`src/rtl/noc_merge_arbiter.sv`:
```
// rtl/noc_merge_arbiter.sv - two-requester round-robin merge into one registered output stage
module noc_merge_arbiter #(
  parameter int W  = 11,
  parameter int CW = 8
) (
  input  logic          CLK,
  input  logic          RESET,
  input  logic [W-1:0]  in0_data,
  input  logic          in0_route,
  input  logic          in0_valid,
  output logic          in0_ready,
  input  logic [W-1:0]  in1_data,
  input  logic          in1_route,
  input  logic          in1_valid,
  output logic          in1_ready,
  output logic [W-1:0]  out_data,
  output logic          out_route,
  output logic          out_src,
  output logic          out_valid,
  input  logic          out_ready,
  output logic [CW-1:0] gnt_cnt0,
  output logic [CW-1:0] gnt_cnt1
);

  typedef enum logic {
    ST_EMPTY = 1'b0,
    ST_FULL  = 1'b1
  } state_t;

  state_t        r_state;
  logic          r_prio;
  logic [W-1:0]  r_data;
  logic          r_route;
  logic          r_src;
  logic [CW-1:0] r_cnt0;
  logic [CW-1:0] r_cnt1;

  logic          w_load_en;
  logic          w_gnt0;
  logic          w_gnt1;
  logic          w_accept;
  logic          w_cnt0_max;
  logic          w_cnt1_max;

  // Grant decode: the output register may load when empty or draining; reset blocks all grants.
  always_comb begin
    w_load_en  = !RESET && ((r_state == ST_EMPTY) || out_ready);
    w_gnt0     = w_load_en && in0_valid && (!in1_valid || !r_prio);
    w_gnt1     = w_load_en && in1_valid && (!in0_valid ||  r_prio);
    w_accept   = w_gnt0 || w_gnt1;
    w_cnt0_max = (r_cnt0 == {CW{1'b1}});
    w_cnt1_max = (r_cnt1 == {CW{1'b1}});
  end

  assign in0_ready = w_gnt0;
  assign in1_ready = w_gnt1;

  // Output FSM, packet register, round-robin pointer and saturating grant counters.
  always_ff @(posedge CLK) begin
    if (RESET) begin
      r_state <= ST_EMPTY;
      r_prio  <= 1'b0;
      r_data  <= '0;
      r_route <= 1'b0;
      r_src   <= 1'b0;
      r_cnt0  <= '0;
      r_cnt1  <= '0;
    end else begin
      case (r_state)
        ST_EMPTY: begin
          if (w_accept) r_state <= ST_FULL;
        end
        ST_FULL: begin
          // A new accept while draining keeps the stage full with no bubble.
          if (out_ready && !w_accept) r_state <= ST_EMPTY;
        end
        default: r_state <= ST_EMPTY;
      endcase

      if (w_gnt0) begin
        r_data  <= in0_data;
        r_route <= in0_route;
        r_src   <= 1'b0;
        r_prio  <= 1'b1;
      end else if (w_gnt1) begin
        r_data  <= in1_data;
        r_route <= in1_route;
        r_src   <= 1'b1;
        r_prio  <= 1'b0;
      end

      if (w_gnt0 && !w_cnt0_max) r_cnt0 <= r_cnt0 + CW'(1);
      if (w_gnt1 && !w_cnt1_max) r_cnt1 <= r_cnt1 + CW'(1);
    end
  end

  assign out_valid = (r_state == ST_FULL);
  assign out_data  = r_data;
  assign out_route = r_route;
  assign out_src   = r_src;
  assign gnt_cnt0  = r_cnt0;
  assign gnt_cnt1  = r_cnt1;

endmodule

```
`config.mk`:
```
export PLATFORM = sky130hd
export DESIGN_NAME = noc_merge_arbiter
export DESIGN_NICKNAME = d
export VERILOG_FILES = /design/src/rtl/noc_merge_arbiter.sv
export SDC_FILE = /design/constraint.sdc
export NUM_CORES = 1
export LEC_CHECK = 0
export ABC_CLOCK_PERIOD_IN_PS = 1900
export BUFFER_PORTS_ARGS = -buffer_cell sky130_fd_sc_hd__buf_2
export CORE_MARGIN = 4
export CORE_UTILIZATION = 44
export DETAILED_ROUTE_END_ITERATION = 12
export PLACE_DENSITY_LB_ADDON = 0.08
export REMOVE_ABC_BUFFERS = 1
export SYNTH_ARGS = -nofsm -noshare
export SYNTH_HDL_FRONTEND = slang
export SYNTH_SLANG_ARGS = --single-unit
```
`constraint.sdc`:
```
create_clock -name CLK -period 1.9 [get_ports CLK]
set_input_delay 0 -clock CLK [delete_from_list [all_inputs] [get_ports CLK]]
set_output_delay 0 -clock CLK [all_outputs]
set_load 0.03 [all_outputs]
```
==> results of run 1 <==
logic make-up (layout without fill, tap and decap cells):
| group | Yosys count | after routing | share of synthesized area |
|---|---|---|---|
| fa+ha+maj | 2 | 2 | 0.0159 |
| buf+inv | 16 | 100 | 0.0628 |
| compound gates | 54 | 54 | 0.258 |
| flops | 31 | 31 | 0.394 |
| mux | 1 | 1 | 0.00636 |
| simple gates | 76 | 77 | 0.263 |
power groups by stage:
stage	Combinational [mW]	Sequential (mW)	Clock (mW)
detailed placement	0.254	0.714	0
floorplan	0.0948	0.768	0
finish	0.299	0.699	0.393
CTS	0.295	0.698	0.407
global placement	0.246	0.712	0
global route	0.322	0.703	0.445
what timing repair did:
item	in CTS	in global routing
hold buffers	24	0
setup endpoints to repair	1	1
buffers inserted	0	0
endpoints found under the hold margin	14	0
gates cloned	0	1
resized for setup	1	0
pin swaps	0	1
worst min-delay path, cell delays in order:
cell and delay [ps]:
buf_2 100, a21oi_1 120, a211oi_1 70
Yosys cell counts:
| master | number | area share |
|---|---|---|
| buf_2 | 2 | 0.0064 |
| nand2_1 | 19 | 0.045 |
| or4b_4 | 1 | 0.0087 |
| a21oi_1 | 12 | 0.038 |
| mux2i_1 | 1 | 0.0064 |
| a21boi_0 | 2 | 0.0095 |
| and2_1 | 1 | 0.0040 |
| nand3_1 | 7 | 0.022 |
| nand4b_1 | 1 | 0.0056 |
| a2111oi_0 | 1 | 0.0056 |
| a31oi_1 | 4 | 0.016 |
| nor2b_1 | 1 | 0.0040 |
| o21ba_2 | 1 | 0.0064 |
| or2b_1 | 1 | 0.0048 |
| nor2_1 | 18 | 0.043 |
| nor2b_4 | 1 | 0.0087 |
| or3_1 | 3 | 0.012 |
| a21oi_2 | 7 | 0.039 |
| o21ai_0 | 5 | 0.016 |
| nor3_1 | 7 | 0.022 |
| and3_1 | 5 | 0.020 |
| nand3b_1 | 2 | 0.0095 |
| nor4b_1 | 1 | 0.0056 |
| nor4_2 | 1 | 0.0079 |
| dfxtp_1 | 31 | 0.39 |
| clkbuf_1 | 7 | 0.017 |
| nor4_1 | 2 | 0.0079 |
| nor4b_2 | 1 | 0.0095 |
| a211oi_2 | 6 | 0.048 |
| ha_1 | 2 | 0.016 |
| buf_6 | 2 | 0.014 |
| a31o_1 | 1 | 0.0056 |
| buf_12 | 1 | 0.013 |
| and4_1 | 4 | 0.022 |
| inv_1 | 3 | 0.0072 |
| clkinv_4 | 1 | 0.0056 |
| a311oi_1 | 1 | 0.0056 |
| a41oi_1 | 2 | 0.011 |
| a211oi_1 | 12 | 0.057 |
worst paths after layout:
check / from / end
setup reg to reg: out_valid$_SDFF_PP0_ / gnt_cnt1[0]$_SDFFE_PP0P_
hold reg to reg: out_data[2]$_SDFFE_PP0P_ / out_data[2]$_SDFFE_PP0P_
hold / removal: in1_data[2] / out_data[2]$_SDFFE_PP0P_
setup / recovery: out_valid$_SDFF_PP0_ / in1_ready
per-stage QoR:
step | total power, mW | cell area (um^2) | std cells | hold slack, ps
6_report | 1.39 | 2200 | 311 | 6.40
5_1_grt | 1.47 | 2200 | 311 | 15.7
4_1_cts | 1.40 | 2190 | 310 | 0.488
3_5_place_dp | 0.968 | 1890 | 279 | 271
3_3_place_gp | 0.958 | 1890 | 279 | 260
2_1_floorplan | 0.863 | 1500 | 168 | 64.6
state kept, by name (all words and copies together) (netlist names):
signal / cells
gnt_cnt0: 8
gnt_cnt1: 8
out_data: 11
out_route: 1
out_src: 1
out_valid: 1
r_prio: 1
final cells by class:
type                    instances  area [um^2]
fillers                       297         1180
flip-flops and latches         31          621
repair buffers                 89          578
inverters                       4         27.5
clock inverters                 1         5.00
multi-input cells             134          865
clock buffers                   6         51.3
well taps                      46         57.6
per-layer routing:
layer,vias to the layer above,wire length (um),track usage
met3,4,246,0.0575
li1,837,-,-
met2,43,2290,0.360
met5,-,0,0
met4,0,38,0.0720
met1,788,1900,0.230
==> flow_summary.toml, run 1 <==
[place]
globalplace.congestion = 0.842
dp_hpwl_mm = 3.01
pre_cts_slack_ps = 137
numPortBuffers = 60

[setup_path]
r2r_cells = 4
startpoint_type = "flip-flop"
crit_arrival_ps = 1840
crit_required_ps = 1900
path_depth = 4
endpoint_kind = "output pin"
rrSetupSlack_ps = 190
crit_family = "simple AND/OR/NAND/NOR gates"
worst_path_max_delay_cell = "or4b_4"
critPathMaxStageDelay_ps = 660
crit_fanout = 18
cp_num_buf_inv = 2
critical_path_class = "flip-flop to output pin"
crit_chain = "nor2b_4 > or4b_4 > clkinv_8 > buf_2"

[cells_and_area]
final_common_cell = "buf_2"
fin_nets = 296
final_core_util = 0.650
final_cell_mix = "60 x buf_2, 31 x dfxtp_1, 24 x dlygate4sd3_1"
antennaDiodeCount = 0
area_growth_pct = 40.1
drive_gt1_frac = 0.347

[sta]
setup_violations = 0
fin_skew_ps = 9.82
max_freq_ghz = 0.544
hold_viol_final = 0
period_share = 0.967
worstMarginPinSlew_ps = 391
setup-tns-final_ps = 0
worst_slew_margin_rel = 0.732
finalWorstSetupSlack_ps = 62.2
drv_slew = 0
period_minus_slack_ps = 1840

[cts]
cts.reportedPaths.clkPinSlew_ps = 100
cts_sinks = 31
clk_latency_ps = 340
cts.path.max_buffers = 2
cts_tree = "yes"
clockRootBuffer = "clkbuf_4"
htreeDepth = 2
cts-buffers-inserted = 5

[power_and_ir_drop]
peakVddDrop_uv = 480
clkPwrFrac = 0.283
power_density_nw_per_um2 = 631
p_sw_frac = 0.298
p_leak_nw = 0.940
internal_power_uw = 976
pwr-share-seq = 0.503
comb_power_share = 0.215
switching_power_uw = 414

[floorplanning]
die_h_um = 67.8
core_um2 = 3390
ioPinCount = 61
rows = 21
start_util = 0.464
die-width_um = 67.8
die-area_um2 = 4600

[synth]
yosys.cell_types.count = 39
netlist_instances = 180
ys_seq_area_frac = 0.394
syn_area_um2 = 1570
yosys_warnings = 0
postSynthAreaPerCell_um2 = 8.74
yosys_register_bits = 31

[grt]
grtUsageTotal = 0.202
grt_pass1_vias = 1570
grt_pass1_wl_mm = 6.97
grt_max_degree = 27
overflow = 0
antenna_found_initial = 0

[drt]
wl_per_cell_um = 14.4
finalWirelength_mm = 4.47
drc = 0
final_antenna_net_count = 0
avgViaCountPerCell = 5.38
drt_iter0_drc = 84
vias = 1672
dr.pass1.iters = 5

[run]
cap_violations = 0

[outcome]
status = "complete, no violations"

[hold_path]
hold_depth = 3
hp-class = "primary input to flip-flop"
(Power assumes the default switching activity.)
==> run 2, diff against run 1 <==
--- a/config.mk
+++ b/config.mk
@@ -6,12 +6,13 @@
 export NUM_CORES = 1
 export LEC_CHECK = 0
 export ABC_CLOCK_PERIOD_IN_PS = 1900
-export BUFFER_PORTS_ARGS = -buffer_cell sky130_fd_sc_hd__buf_2
 export CORE_MARGIN = 4
 export CORE_UTILIZATION = 44
 export DETAILED_ROUTE_END_ITERATION = 12
+export DONT_BUFFER_PORTS = 1
 export PLACE_DENSITY_LB_ADDON = 0.08
 export REMOVE_ABC_BUFFERS = 1
+export SETUP_SLACK_MARGIN = 0.1
 export SYNTH_ARGS = -nofsm -noshare
 export SYNTH_HDL_FRONTEND = slang
 export SYNTH_SLANG_ARGS = --single-unit
==> run 2 against run 1 <==
Worst hold slack improved by 22 ps. Clock skew fell by 2.8 ps. Sequential power increased by 7.2%.
==> flow_summary.toml, run 2 (synthesis gave the netlist of run 1 again) <==
[grt]
grtUsageTotal = 0.213
grt_max_degree = 30
grt_pass1_vias = 1577
overflow = 0
grt_pass1_wl_mm = 7.25
antenna_found_initial = 0

[drt]
avgViaCountPerCell = 5.66
dr.pass1.iters = 4
drt_iter0_drc = 73
finalWirelength_mm = 4.51
drc = 0
wl_per_cell_um = 16.2
final_antenna_net_count = 0
vias = 1573

[cells_and_area]
multi_input_area_um2 = 860
drive_gt1_frac = 0.241
register_area_um2 = 621
antennaDiodeCount = 0
area_growth_pct = 35.5
largest_reg_flops = 11
final_core_util = 0.629
fin_nets = 263
final_cell_mix = "31 x dfxtp_1, 28 x dlygate4sd3_1, 28 x buf_4"
fill_cells = 299
final_common_cell = "dfxtp_1"

[place]
globalplace.congestion = 0.831
dp_hpwl_mm = 2.95
numPortBuffers = 0

[sta]
max_freq_ghz = 0.586
period_minus_slack_ps = 1710
worstMarginPinSlew_ps = 452
period_share = 0.897
fin_skew_ps = 6.98
worst_slew_margin_rel = 0.698
hold_viol_final = 0
rsz0062_at_grt = "yes"
drv_slew = 0
setup-tns-final_ps = 0
setup_violations = 0

[power_and_ir_drop]
peakVddDrop_uv = 442
p_leak_nw = 0.807
power_density_nw_per_um2 = 638

[setup_path]
crit_arrival_ps = 1910
cp_num_buf_inv = 1
critical_path_class = "flip-flop to flip-flop"
crit_family = "simple AND/OR/NAND/NOR gates"
crit_chain = "nor2b_4 > or4b_4 > buf_4 > a211oi_1 > a211oi_1"
endpoint_kind = "flip-flop"
critPathMaxStageDelay_ps = 620
startpoint_type = "flip-flop"
crit_fanout = 7
worst_path_max_delay_cell = "or4b_4"
cpMostUsedCell = "a211oi_1"
crit_required_ps = 2110

[floorplanning]
core_um2 = 3390
die_h_um = 67.8
die-width_um = 67.8
die-area_um2 = 4600
rows = 21
ioPinCount = 61
start_util = 0.464

[outcome]
status = "complete, no violations"

[cts]
htreeDepth = 2
cts.path.max_buffers = 2
cts_tree = "yes"
clk_latency_ps = 320
cts_sinks = 31
cts.reportedPaths.clkPinSlew_ps = 90
cts-buffers-inserted = 5
clockRootBuffer = "clkbuf_4"

[run]
cap_violations = 0

[hold_path]
hp-class = "primary input to flip-flop"
==> run 2: stage by stage <==
stage,instance area (um^2),power [mW],hold slack [ps],setup WS [ps],std cells
global route,2130,1.43,44.5,90.1,278
detailed placement,1700,0.910,72.9,191,234
global placement,1700,0.902,71.6,241,234
finish,2130,1.36,28.2,195,278
CTS,2070,1.37,16.4,118,270
floorplan,1500,0.863,64.6,-136,168
==> run 2: metal layers <==
metal | global-route usage | up-vias | share of wire | wire length (um)
met2 | 0.365 | 49 | 0.49 | 2230
li1 | - | 770 | - | -
met3 | 0.0870 | 9 | 0.073 | 331
met5 | 0 | - | 0 | 0
met4 | 0.0893 | 0 | 0.019 | 85
met1 | 0.231 | 745 | 0.41 | 1870
==> run 2: repair_timing <==
action / CTS / global route
endpoints found under the setup margin: 1 / 5
hold buffers: 29 / 0
endpoints found under the hold margin: 31 / 0
cloned: 0 / 0
pin swaps: 0 / 1
resized for setup: 1 / 2
buffers inserted: 0 / 8
==> run 2: cell type report <==
class / instances / share of cell area
timing repair buffer: 57 / 0.239
clock inverter: 1 / 0.00235
tap: 46 / 0.0270
inverter: 4 / 0.0129
clock buffer: 6 / 0.0241
sequential: 31 / 0.291
multi-input combinational: 133 / 0.403
==> run 2: path summary, 6_finish.rpt <==
kind | start | to | slack [ps] | depth (start not counted)
setup / recovery | out_valid$_SDFF_PP0_ | gnt_cnt1[3]$_SDFFE_PP0P_ | 190 | 5
hold / removal | RESET | gnt_cnt0[5]$_SDFFE_PP0P_ | 30 | 4
setup reg to reg | out_valid$_SDFF_PP0_ | gnt_cnt1[3]$_SDFFE_PP0P_ | 190 | 5
hold reg to reg | r_prio$_SDFFE_PP0P_ | r_prio$_SDFFE_PP0P_ | 560 | 1
==> run 2: report_power, final <==
| group | total [mW] | internal, mW | switching (mW) |
|---|---|---|---|
| logic | 0.229 | 0.113 | 0.115 |
| registers | 0.749 | 0.680 | 0.0685 |
| clock network | 0.383 | 0.171 | 0.212 |
==> run 2: worst reg2reg max path, stage by stage (launching register included) <==
cell and delay [ps]:
dfxtp_1 330, nor2b_4 140, or4b_4 620, buf_4 180, a211oi_1 220, a211oi_1 110
==> run 3, diff against run 2 <==
--- a/config.mk
+++ b/config.mk
@@ -6,6 +6,8 @@
 export NUM_CORES = 1
 export LEC_CHECK = 0
 export ABC_CLOCK_PERIOD_IN_PS = 1900
+export CELL_PAD_IN_SITES_DETAIL_PLACEMENT = 0
+export CELL_PAD_IN_SITES_GLOBAL_PLACEMENT = 1
 export CORE_MARGIN = 4
 export CORE_UTILIZATION = 44
 export DETAILED_ROUTE_END_ITERATION = 12
==> run 3 against run 2 <==
Cell area increased by 1.1%. Clock power increased by 46%. Sequential cell count unchanged. Critical path depth decreased by 1. Worst hold slack got worse by 8.1 ps.
==> flow_summary.toml, run 3 (synthesis gave the netlist of run 1 again) <==
[outcome]
status = "complete, no violations"

[drt]
wl_per_cell_um = 16.6
drc = 0
dr.pass1.iters = 4
vias = 1602
drt_iter0_drc = 100
final_antenna_net_count = 0
finalWirelength_mm = 4.59
avgViaCountPerCell = 5.78

[grt]
antenna_found_initial = 0
use_met1 = 0.231
grt_pass1_wl_mm = 7.18
grtUsageTotal = 0.209
grt_pass1_vias = 1515
busiest_layer = "met2"
grt_util_met3 = 0.0657
use_met2 = 0.365
grt_max_degree = 30
overflow = 0

[cells_and_area]
drive_gt1_frac = 0.238
area_growth_pct = 37.0
antennaDiodeCount = 0
largest_reg_flops = 11
final_cell_mix = "31 x dfxtp_1, 28 x dlygate4sd3_1, 23 x buf_4"
fin_nets = 261
final_common_cell = "dfxtp_1"
fin_area_um2 = 2160

[power_and_ir_drop]
p_leak_nw = 0.796
power.total_mw = 1.54
power_density_nw_per_um2 = 712
peakVddDrop_uv = 510

[place]
place_area_um2 = 1690
pre_cts_slack_ps = 172
dp_hpwl_mm = 2.87
numPortBuffers = 0
globalplace.congestion = 0.801

[floorplanning]
die-width_um = 67.8
core_um2 = 3390
rows = 21
ioPinCount = 61
die-area_um2 = 4600
die_h_um = 67.8
start_util = 0.464

[sta]
rsz0062_at_grt = "yes"
finalWorstSetupSlack_ps = 145
hold_viol_final = 0
max_freq_ghz = 0.570
setup_violations = 0
worstMarginPinSlew_ps = 507
drv_slew = 0
period_share = 0.924
fin_skew_ps = 10.1
period_minus_slack_ps = 1750
holdWs_ps = 20.2
worst_slew_margin_rel = 0.662

[setup_path]
crit_start = "out_valid$_SDFF_PP0_"
r2r_end = "gnt_cnt1[7]$_SDFFE_PP0P_"
crit_arrival_ps = 1750
endpoint_kind = "output pin"
crit_fanout = 10
crit_required_ps = 1900
r2r_cells = 5
cp-endpoint = "in0_ready"
startpoint_type = "flip-flop"
timing.rr.start = "out_valid$_SDFF_PP0_"
critical_path_class = "flip-flop to output pin"
rrSetupSlack_ps = 210

[cts]
cts.path.max_buffers = 2
cts.reportedPaths.clkPinSlew_ps = 100
clk_latency_ps = 350
cts_sinks = 31
clockRootBuffer = "clkbuf_4"
htreeDepth = 2
cts-buffers-inserted = 5
cts_tree = "yes"

[hold_path]
holdCritStartpoint = "in1_valid"
hp-class = "primary input to flip-flop"

[run]
cap_violations = 0
[run 3: worst max-delay path, stage by stage, from the launching register on]
cell and delay (ps):
dfxtp_1 360, or2b_1 260, nand3_1 260, clkinvlp_4 300
buf_4 240
[run 3: repair_timing]
item,CTS,global route
setup endpoints to repair,2,3
buffers inserted,0,7
hold buffers,29,0
pin swaps,0,1
endpoints found under the hold margin,31,0
resized for setup,1,2
gates cloned,0,1
[run 3: cell type report]
| type | instances | area [um^2] |
|---|---|---|
| clock inverters | 2 | 35.0 |
| repair buffers | 54 | 498 |
| flip-flops and latches | 31 | 621 |
| clock buffers | 6 | 51.3 |
| fillers | 294 | 1230 |
| multi-input cells | 133 | 855 |
| inverters | 4 | 31.3 |
| well taps | 46 | 57.6 |
| repair inverters | 1 | 7.51 |
[run 3: where the power goes]
group          internal [mW]  switching, mW
Sequential             0.681         0.0684
Combinational          0.111          0.115
Clock                  0.311          0.250
Total                   1.10          0.433
[run 3: worst min-delay path by stage]
stage,endpoint,cells past startpoint
2_1_floorplan,out_data[4]$_SDFFE_PP0P_,1
3_3_place_gp,out_data[9]$_SDFFE_PP0P_,1
3_5_place_dp,out_data[9]$_SDFFE_PP0P_,1
4_1_cts,gnt_cnt0[5]$_SDFFE_PP0P_,4
5_1_grt,gnt_cnt1[0]$_SDFFE_PP0P_,3
6_report,gnt_cnt0[5]$_SDFFE_PP0P_,4
[run 3: metrics by stage]
step	instances	util	TNS [ps]
after floorplan	168	-	-1610
after global placement	232	0.498	0
after detailed placement	232	0.498	0
after CTS	269	0.614	0
after global routing	277	0.636	0
final	277	0.636	0
[run 3: metal layers]
layer	up-vias	routed length [um]
li1	774	-
met1	776	1780
met2	47	2430
met3	5	330
met4	0	48
met5	-	0
